===== src/rtl/rr_mux_arbiter_if.sv =====
// ----------------------------------------------------------------------------
// rr_mux_arbiter_if
// Bundles the requester-side inputs and the shared-bus outputs of the
// round-robin mux arbiter.
//   master : requesters/consumer side (drives req, data_in, out_ready)
//   slave  : arbiter side (drives gnt, sel, out_data, out_valid, beat_cnt)
// Signals:
//   req       [N_REQ]         per-requester request, held while data pending
//   data_in   [N_REQ*DATA_W]  packed payloads, requester i at [i*DATA_W +: DATA_W]
//   gnt       [N_REQ]         registered one-hot grant, zero when idle
//   sel       [SEL_W]         registered owner index / mux select
//   out_data  [DATA_W]        payload of the selected requester
//   out_valid                 owner present and still requesting
//   out_ready                 consumer accepts a beat
//   beat_cnt  [CNT_W]         beats moved in the current grant
// ----------------------------------------------------------------------------
interface rr_mux_arbiter_if #(
   parameter int N_REQ    = 4,
   parameter int DATA_W   = 8,
   parameter int MAX_HOLD = 16
);
   localparam int SEL_W = (N_REQ > 1) ? $clog2(N_REQ) : 1;
   localparam int CNT_W = $clog2(MAX_HOLD + 1);

   logic [N_REQ-1:0]        req;
   logic [N_REQ*DATA_W-1:0] data_in;
   logic [N_REQ-1:0]        gnt;
   logic [SEL_W-1:0]        sel;
   logic [DATA_W-1:0]       out_data;
   logic                    out_valid;
   logic                    out_ready;
   logic [CNT_W-1:0]        beat_cnt;

   modport master (
      output req, data_in, out_ready,
      input  gnt, sel, out_data, out_valid, beat_cnt
   );

   modport slave (
      input  req, data_in, out_ready,
      output gnt, sel, out_data, out_valid, beat_cnt
   );
endinterface


===== src/rtl/rr_mux_arbiter.sv =====
// ----------------------------------------------------------------------------
// rr_mux_arbiter
// Round-robin arbiter and select sequencer for a shared N:1 datapath mux that
// feeds the frame-buffer write port. Produces one-hot grants, the mux select
// and a valid/ready beat handshake, and forces rotation after MAX_HOLD beats
// so no requester can starve the others.
// Ports:
//   clk    system clock, rising edge
//   rst_n  asynchronous active-low reset
//   bus    rr_mux_arbiter_if.slave (req, data_in, out_ready in;
//          gnt, sel, out_data, out_valid, beat_cnt out)
// Build option:
//   PRIORITY_OVERRIDE_EN  when defined, requester 0 wins every arbitration in
//                         which it requests (ptr is then left unchanged); an
//                         owner is never pre-empted mid-grant.
// ----------------------------------------------------------------------------
module rr_mux_arbiter #(
   parameter int N_REQ    = 4,
   parameter int DATA_W   = 8,
   parameter int MAX_HOLD = 16
) (
   input  logic            clk,
   input  logic            rst_n,
   rr_mux_arbiter_if.slave bus
);
   localparam int SEL_W = (N_REQ > 1) ? $clog2(N_REQ) : 1;
   localparam int CNT_W = $clog2(MAX_HOLD + 1);

   typedef enum logic [0:0] {
      IDLE  = 1'b0,
      GRANT = 1'b1
   } state_t;

   typedef struct packed {
      logic             found;
      logic             ovr;
      logic [SEL_W-1:0] idx;
   } arb_t;

   state_t              state_r, state_s;
   logic [N_REQ-1:0]    gnt_r, gnt_s;
   logic [SEL_W-1:0]    sel_r, sel_s;
   logic [SEL_W-1:0]    ptr_r, ptr_s;
   logic [CNT_W-1:0]    cnt_r, cnt_s;
   logic                out_valid_s;
   logic                xfer_s;
   logic                hold_end_s;
   logic                release_s;
   logic                others_s;
   logic                excl_s;
   arb_t                arb_s;
   logic [DATA_W-1:0]   slot_s [N_REQ];

   // Index that follows i in circular order.
   function automatic logic [SEL_W-1:0] next_idx(input logic [SEL_W-1:0] i);
      logic [SEL_W-1:0] n;
      if (int'(i) == N_REQ - 1) begin
         n = '0;
      end else begin
         n = i + SEL_W'(1);
      end
      return n;
   endfunction

   // First requester found scanning circularly from p; optionally masks out
   // one index (forced rotation away from the current owner).
   function automatic arb_t arbitrate(input logic [N_REQ-1:0] r,
                                      input logic [SEL_W-1:0] p,
                                      input logic             excl_en,
                                      input logic [SEL_W-1:0] excl_idx);
      arb_t             res;
      logic [N_REQ-1:0] m;
      logic [SEL_W-1:0] cand;
      res = '0;
      m   = r;
      if (excl_en) begin
         m[excl_idx] = 1'b0;
      end else begin
         m = r;
      end
      for (int k = 0; k < N_REQ; k++) begin
         cand = SEL_W'((int'(p) + k) % N_REQ);
         if (!res.found && m[cand]) begin
            res.found = 1'b1;
            res.idx   = cand;
         end else begin
            res = res;
         end
      end
`ifdef PRIORITY_OVERRIDE_EN
      if (m[0]) begin
         res.found = 1'b1;
         res.ovr   = 1'b1;
         res.idx   = '0;
      end else begin
         res.ovr   = 1'b0;
      end
`endif
      return res;
   endfunction

   // Unpack the payload bus so the owner's slice can be picked by index.
   always_comb begin
      for (int i = 0; i < N_REQ; i++) begin
         slot_s[i] = bus.data_in[i*DATA_W +: DATA_W];
      end
   end

   assign out_valid_s = (state_r == GRANT) && bus.req[sel_r];
   assign xfer_s      = out_valid_s && bus.out_ready;
   assign hold_end_s  = xfer_s && (cnt_r == CNT_W'(MAX_HOLD - 1));
   assign release_s   = !bus.req[sel_r] || hold_end_s;
   // Anyone other than the owner waiting? gnt_r is the owner's one-hot in GRANT.
   assign others_s    = |(bus.req & ~gnt_r);
   // The owner is skipped only on a forced rotation with competition; a sole
   // requester simply gets re-granted.
   assign excl_s      = hold_end_s && others_s;
   assign arb_s       = arbitrate(bus.req, ptr_r, excl_s, sel_r);

   // Next-state, grant, select, pointer and beat counter.
   always_comb begin
      state_s = state_r;
      gnt_s   = gnt_r;
      sel_s   = sel_r;
      ptr_s   = ptr_r;
      cnt_s   = cnt_r;
      case (state_r)
         IDLE: begin
            if (arb_s.found) begin
               state_s = GRANT;
               gnt_s   = N_REQ'(1'b1) << arb_s.idx;
               sel_s   = arb_s.idx;
               ptr_s   = arb_s.ovr ? ptr_r : next_idx(arb_s.idx);
               cnt_s   = '0;
            end else begin
               cnt_s   = '0;
            end
         end
         GRANT: begin
            if (release_s) begin
               if (arb_s.found) begin
                  gnt_s = N_REQ'(1'b1) << arb_s.idx;
                  sel_s = arb_s.idx;
                  ptr_s = arb_s.ovr ? ptr_r : next_idx(arb_s.idx);
                  cnt_s = '0;
               end else begin
                  // sel keeps the last owner while idle.
                  state_s = IDLE;
                  gnt_s   = '0;
                  cnt_s   = '0;
               end
            end else if (xfer_s) begin
               cnt_s = cnt_r + CNT_W'(1);
            end else begin
               cnt_s = cnt_r;
            end
         end
         default: begin
            state_s = IDLE;
            gnt_s   = '0;
            cnt_s   = '0;
         end
      endcase
   end

   // State and output registers with asynchronous reset.
   always_ff @(posedge clk or negedge rst_n) begin
      if (!rst_n) begin
         state_r <= IDLE;
         gnt_r   <= '0;
         sel_r   <= '0;
         ptr_r   <= '0;
         cnt_r   <= '0;
      end else begin
         state_r <= state_s;
         gnt_r   <= gnt_s;
         sel_r   <= sel_s;
         ptr_r   <= ptr_s;
         cnt_r   <= cnt_s;
      end
   end

   assign bus.gnt       = gnt_r;
   assign bus.sel       = sel_r;
   assign bus.beat_cnt  = cnt_r;
   assign bus.out_valid = out_valid_s;
   assign bus.out_data  = slot_s[sel_r];

endmodule


===== src/flat_wrapper.sv =====
// flat-port wrapper written by rule: the top's interface ports become plain ports
module rr_mux_arbiter_flat 
#(
   parameter int N_REQ    = 4,
   parameter int DATA_W   = 8,
   parameter int MAX_HOLD = 16
)
  (clk, rst_n, bus_req, bus_data_in, bus_out_ready, bus_gnt, bus_sel, bus_out_data, bus_out_valid, bus_beat_cnt);
  rr_mux_arbiter_if #(.N_REQ(N_REQ), .DATA_W(DATA_W), .MAX_HOLD(MAX_HOLD)) bus_i ();
  input  logic clk;
  input  logic rst_n;
  input wire logic [$bits(bus_i.req)-1:0] bus_req;
  input wire logic [$bits(bus_i.data_in)-1:0] bus_data_in;
  input wire logic [$bits(bus_i.out_ready)-1:0] bus_out_ready;
  output wire logic [$bits(bus_i.gnt)-1:0] bus_gnt;
  output wire logic [$bits(bus_i.sel)-1:0] bus_sel;
  output wire logic [$bits(bus_i.out_data)-1:0] bus_out_data;
  output wire logic [$bits(bus_i.out_valid)-1:0] bus_out_valid;
  output wire logic [$bits(bus_i.beat_cnt)-1:0] bus_beat_cnt;
  assign bus_i.req = bus_req;
  assign bus_i.data_in = bus_data_in;
  assign bus_i.out_ready = bus_out_ready;
  assign bus_gnt = bus_i.gnt;
  assign bus_sel = bus_i.sel;
  assign bus_out_data = bus_i.out_data;
  assign bus_out_valid = bus_i.out_valid;
  assign bus_beat_cnt = bus_i.beat_cnt;
  rr_mux_arbiter #(.N_REQ(N_REQ), .DATA_W(DATA_W), .MAX_HOLD(MAX_HOLD)) u_core (.clk(clk), .rst_n(rst_n), .bus(bus_i));
endmodule

===== config.mk =====
export PLATFORM = sky130hd
export DESIGN_NAME = rr_mux_arbiter_flat
export DESIGN_NICKNAME = d
export VERILOG_FILES = /design/src/rtl/rr_mux_arbiter_if.sv /design/src/rtl/rr_mux_arbiter.sv /design/src/flat_wrapper.sv
export SDC_FILE = /design/constraint.sdc
export NUM_CORES = 1
export LEC_CHECK = 0
export BUFFER_PORTS_ARGS = -buffer_cell sky130_fd_sc_hd__buf_2
export CAP_MARGIN = 20
export CORE_MARGIN = 1
export CORE_UTILIZATION = 40
export DETAILED_ROUTE_END_ITERATION = 16
export GPL_ROUTABILITY_DRIVEN = 0
export PLACE_DENSITY = 0.7
export SYNTH_ARGS = -nofsm -noshare
export SYNTH_HDL_FRONTEND = slang
export SYNTH_SLANG_ARGS = --single-unit

===== constraint.sdc =====
create_clock -name clk -period 3.5 [get_ports clk]
set_input_delay 0 -clock clk [delete_from_list [all_inputs] [get_ports clk]]
set_output_delay 0 -clock clk [all_outputs]
set_load 0.02 [all_outputs]

# [After elaboration in Yosys (flattened, before gate mapping)]
# Cells that the tools add are included.
[totals] input_bits=39 wordCells=85 output_inout_bits=20 reg_bits=14
[op_classes] n_eq_ne=5 n_mux=41 n_bitwise=6 shift=1 n_lt_le_gt_ge=7 n_addsub=5 reduce_logical=15
[ops] operator="$mux 2" count=9
[ops] operator="$bmux 8 s2" count=1
[ops] operator="$mux 4" count=4
[ops] operator="$mux 8" count=2
[ops] operator="$lt 2x3->1 const B" count=5
[ops] operator="$mux 1" count=12
[ops] operator="$bmux 1 s2" count=5
[ops] operator="$mux 5" count=2
[ops] operator="$pmux 5 s2" count=1
[ops] operator="$and 4x4->4" count=2
[ops] operator="$logic_and 1x1->1" count=8
[ops] operator="$not 4->4" count=2
[ops] operator="$pmux 2 s2" count=2
[ops] operator="$pmux 4 s2" count=1
[ops] operator="$add 5x1->5 const B" count=1
[ops] operator="$eq 5x4->1 const B" count=1
[ops] operator="$add 2x1->2 const B" count=2
[ops] operator="$add 2x2->2 const B" count=2
[ops] operator="$logic_not 1->1" count=4
[ops] operator="$reduce_or 4->1" count=1
[ops] operator="$shl 1x2->4 const A" count=1
[ops] operator="$ge 3x3->1 const B" count=1
[ops] operator="$ne 3x3->1 const B" count=1
[ops] operator="$not 2->3" count=1
[ops] operator="other kinds (9)" count=9

# [Longest topological paths before layout]
[logic_depth] depth_word=24 depth_mapped=12

# [Worst setup path after synthesis]
# No wires, ideal clock.
[synth_path] path_kind="reg2reg" start="register u_core.cnt_r[0], in the netlist u_core.bus.beat_cnt[0]" end="register u_core.gnt_r[3], in the netlist u_core.bus.gnt[3]" path_buffers=0 arrival_time_ps=3203 t_required_ps=3374 setup_slack_ps=171 path_stages_with_launch=13 synth_period_minus_slack_ps=3329 path_cell_list="dfrtp_1 ha_1 and3_1 ha_1 nand3_2 a41oi_4 a31oi_1 a21o_1 a221o_1 and2_1 ha_1 mux2_1 a221o_1"
[synth_rtl] element="start: declaration" line_no="rr_mux_arbiter.sv:44" text="logic [CNT_W-1:0] cnt_r, cnt_s;"
[synth_rtl] element="start signal: assignment" line_no="rr_mux_arbiter.sv:179" text="cnt_r <= cnt_s;"
[synth_rtl] element="end signal: assignment" line_no="rr_mux_arbiter.sv:176" text="gnt_r <= gnt_s;"
[synth_rtl] element="end: declaration" line_no="rr_mux_arbiter.sv:41" text="logic [N_REQ-1:0] gnt_r, gnt_s;"

==> flow_metrics.env <==
export IMPL_endpoint_kind="flop"
export IMPL_holdWs_ns=0.0992
export IMPL_cts_buffers=3
export IMPL_top_layer="met4"
export IMPL_place_inst=219
export IMPL_cpMostUsedCell="ha_1"
export IMPL_antenna_found_initial=0
export IMPL_wl_per_cell_um=14.3
export IMPL_muxShareOfSynthArea=0.272
export IMPL_synth_avg_cell_area_um2=11.1
export IMPL_fin_crit_sh=0.956
export IMPL_dieHeight_um=59.6
export IMPL_fin_cells=224
export IMPL_core_um2=3100
export IMPL_tightest_slew_ns=0.539
export IMPL_num_vias=1205
export IMPL_grt_max_degree=15
export IMPL_wl_um=3200
export IMPL_path_clk_slew_ns=0.08
export IMPL_worstPathMaxFanout=8
export IMPL_drive_gt1_frac=0.494
export IMPL_drtIter0Drc=35
export IMPL_cts_buffer_depth=2
export IMPL_final_hold_violation_count=0
export IMPL_critical_path_arrival_ns=3.55
export IMPL_final_max_slew_viol_count=0
export IMPL_rrSetupSlack_ns=0.15
export IMPL_cts_max_level=1
export IMPL_first_pass_iters=4
export IMPL_fp_dieArea_um2=3550
export IMPL_worst_setup_path_start_kind="flop"
export IMPL_vias_per_cell=5.38
export IMPL_diodes=0
export IMPL_fin_crit_ns=3.35
export IMPL_skew_ns=0.00432
export IMPL_final_area_um2=1710
export IMPL_synth_xor_area_share=0.0198
export IMPL_r2r_start="u_core.bus.beat_cnt[0]"
export IMPL_netlist_area_um2=1330
export IMPL_port_buffers=58
export IMPL_max_stage_delay_ns=0.47
export IMPL_path_class="reg2reg"
export IMPL_numClockSinks=14
export IMPL_route_met3_wl_um=234
export IMPL_fmax_mhz=299
export IMPL_track_usage=0.185
export IMPL_layout_common_cells="buf_2, dfrtp_1, mux2i_1"
export IMPL_clock_latency_ns=0.29
export IMPL_cts_tree="built"
export IMPL_die_x_um=59.6
export IMPL_syn2layout_area_growth_pct=29.2
export IMPL_postRouteAntennaNets=0
export IMPL_initial_core_util=0.427
export IMPL_status="complete, no violations"
export IMPL_leakage_nw=0.831
export IMPL_path_cells="ha_1 > and3_1 > ha_4 > nand3_2 > a41oi_4 > a31oi_2 > or2_2 > o211ai_1 > inv_1 > ha_1 > or3_2 > o22ai_1"
export IMPL_synth_top_family_by_area="multiplexers"
export IMPL_cp_startpoint="u_core.bus.beat_cnt[0]"
export IMPL_cp_required_ns=3.70
export IMPL_cap_violations=0
export IMPL_synth_compound_area_frac=0.178
export IMPL_maxSlewHeadroom=0.639
export IMPL_place_hpwl_um=2590
export IMPL_io_pins=59
export IMPL_num_rows=20
export IMPL_yosys_cell_types_count=40
export IMPL_final_common_cell="buf_2"
export IMPL_fin_util=0.552
export IMPL_dpl_worst_slack_ns=0.147
export IMPL_grt_pass1_vias=1134
export IMPL_vdd_drop_max_v=0.000467
export IMPL_critPathSlowestCell="or3_2"
export IMPL_syn_nets=164
export IMPL_worstHoldPathType="in2reg"
export IMPL_hold_start="bus_out_ready"
export IMPL_final_nets=226
export IMPL_synth_fa_ha_area_frac=0.0567
export IMPL_grt_overflow_total=0
export IMPL_drt_met1_wl_um=1330
export IMPL_synth_cells=119
export IMPL_wl_met2_um=1580
export IMPL_ys_ff_latch=14
export IMPL_cts_root_buffer="clkbuf_4"
export IMPL_route_detailed_drc=0
export IMPL_yosys_warnings=0
export IMPL_place_area_um2=1650
export IMPL_pwr_density_cell_nw_per_um2=793
export IMPL_grt_pass1_wl_um=4890
export IMPL_seq_area_frac_synth=0.264
export IMPL_finalSetupViolations=0
export IMPL_worst_slack_ns=0.155
export IMPL_synth_simple_gate_area_frac=0.152
-- synthesized netlist by cell type --
| cell type | number | area (um^2) |
|---|---|---|
| a221o_1 | 5 | 50.1 |
| a21oi_1 | 4 | 20.0 |
| o21ai_0 | 1 | 5.00 |
| inv_1 | 8 | 30.0 |
| nand2_1 | 5 | 18.8 |
| a21o_1 | 1 | 7.51 |
| buf_4 | 2 | 15.0 |
| nand3b_1 | 1 | 7.51 |
| and2_1 | 6 | 37.5 |
| ha_1 | 6 | 75.1 |
| nand2b_1 | 5 | 31.3 |
| mux2_4 | 1 | 15.0 |
| a31oi_1 | 1 | 6.26 |
| buf_8 | 1 | 15.0 |
| a311o_1 | 1 | 10.0 |
| mux4_2 | 8 | 180 |
| dfrtp_1 | 14 | 350 |
| nand3_2 | 1 | 10.0 |
| mux2_1 | 4 | 45.0 |
| a21oi_2 | 1 | 8.76 |
| buf_2 | 1 | 5.00 |
| mux2i_1 | 12 | 120 |
| a31o_2 | 2 | 17.5 |
| xor2_1 | 1 | 8.76 |
| nor4_4 | 1 | 21.3 |
| or2_2 | 1 | 6.26 |
| o22ai_1 | 2 | 12.5 |
| a311oi_1 | 1 | 8.76 |
| nand4_1 | 1 | 6.26 |
| or3_2 | 1 | 7.51 |
| xnor2_1 | 2 | 17.5 |
| buf_6 | 1 | 11.3 |
| o211ai_1 | 2 | 15.0 |
| and3_1 | 1 | 6.26 |
| nor2_1 | 8 | 30.0 |
| nor2_2 | 1 | 6.26 |
| a41oi_4 | 1 | 27.5 |
| a31oi_2 | 2 | 25.0 |
| and4bb_2 | 1 | 12.5 |
| a31oi_4 | 1 | 21.3 |
-- power by group --
group          internal [mW]  total (mW)  switching (mW)
logic                  0.423       0.929           0.505
clock network         0.0634       0.117          0.0537
registers              0.216       0.312          0.0957
-- kinds of logic after synthesis --
| logic type | after synthesis |
|---|---|
| AOI/OAI and AO/OA | 25 |
| xor gates and xnor gates | 3 |
| adders and majority gates | 6 |
| and+or+nand+nor | 33 |
| buffers and inverters | 13 |
| DFF | 14 |
| muxes | 25 |
-- routing by layer --
| layer | vias up | global-route usage |
|---|---|---|
| li1 | 574 | - |
| met5 | - | 0 |
| met1 | 568 | 0.212 |
| met3 | 7 | 0.0240 |
| met4 | 0 | 0.0598 |
| met2 | 56 | 0.350 |
-- sequential cells by signal (all words and copies together), names as in the netlist --
| name | cells |
|---|---|
| u_core.bus.beat_cnt | 5 |
| u_core.bus.sel | 2 |
| u_core.ptr_r | 2 |
| u_core.bus.gnt | 4 |
| u_core.state_r | 1 |
-- critical path, delay by kind of cell, from the launching register on --
kind	cells	cell delay, ns
and+or+nand+nor	4	1.11
AOI/OAI and AO/OA	4	0.96
adders and majority gates	3	0.63
DFF	1	0.42
buffers and inverters	1	0.14
-- path summary, 6_finish.rpt --
kind                                          end  cells past startpoint
min in group asynchronous  u_core.bus.beat_cnt[3]                      2
setup / recovery                  u_core.ptr_r[0]                     12
hold reg to reg            u_core.bus.beat_cnt[4]                      2
max in group asynchronous         u_core.ptr_r[0]                      2
hold / removal             u_core.bus.beat_cnt[1]                      3
setup reg to reg                  u_core.ptr_r[0]                     12
-- through the flow --
stage / TNS [ns] / power [mW]
2_1_floorplan: 0 / 1.03
3_3_place_gp: 0 / 1.21
3_5_place_dp: 0 / 1.24
4_1_cts: 0 / 1.36
5_1_grt: -0.0136 / 1.46
6_report: 0 / 1.36
-- final cells by class --
class,instances,area (um^2)
timing repair buffer,62,323
multi-input combinational,92,917
sequential,14,350
fill,293,1390
inverter,8,30.0
tap,44,55.1
clock buffer,4,36.3
-- what timing repair did --
item,in CTS,in global routing
hold buffers,1,0
hold endpoints to repair,14,0
gates resized for setup,0,3
endpoints found under the setup margin,0,4
buffers inserted,0,0
Power figures use the tool's default switching activity.
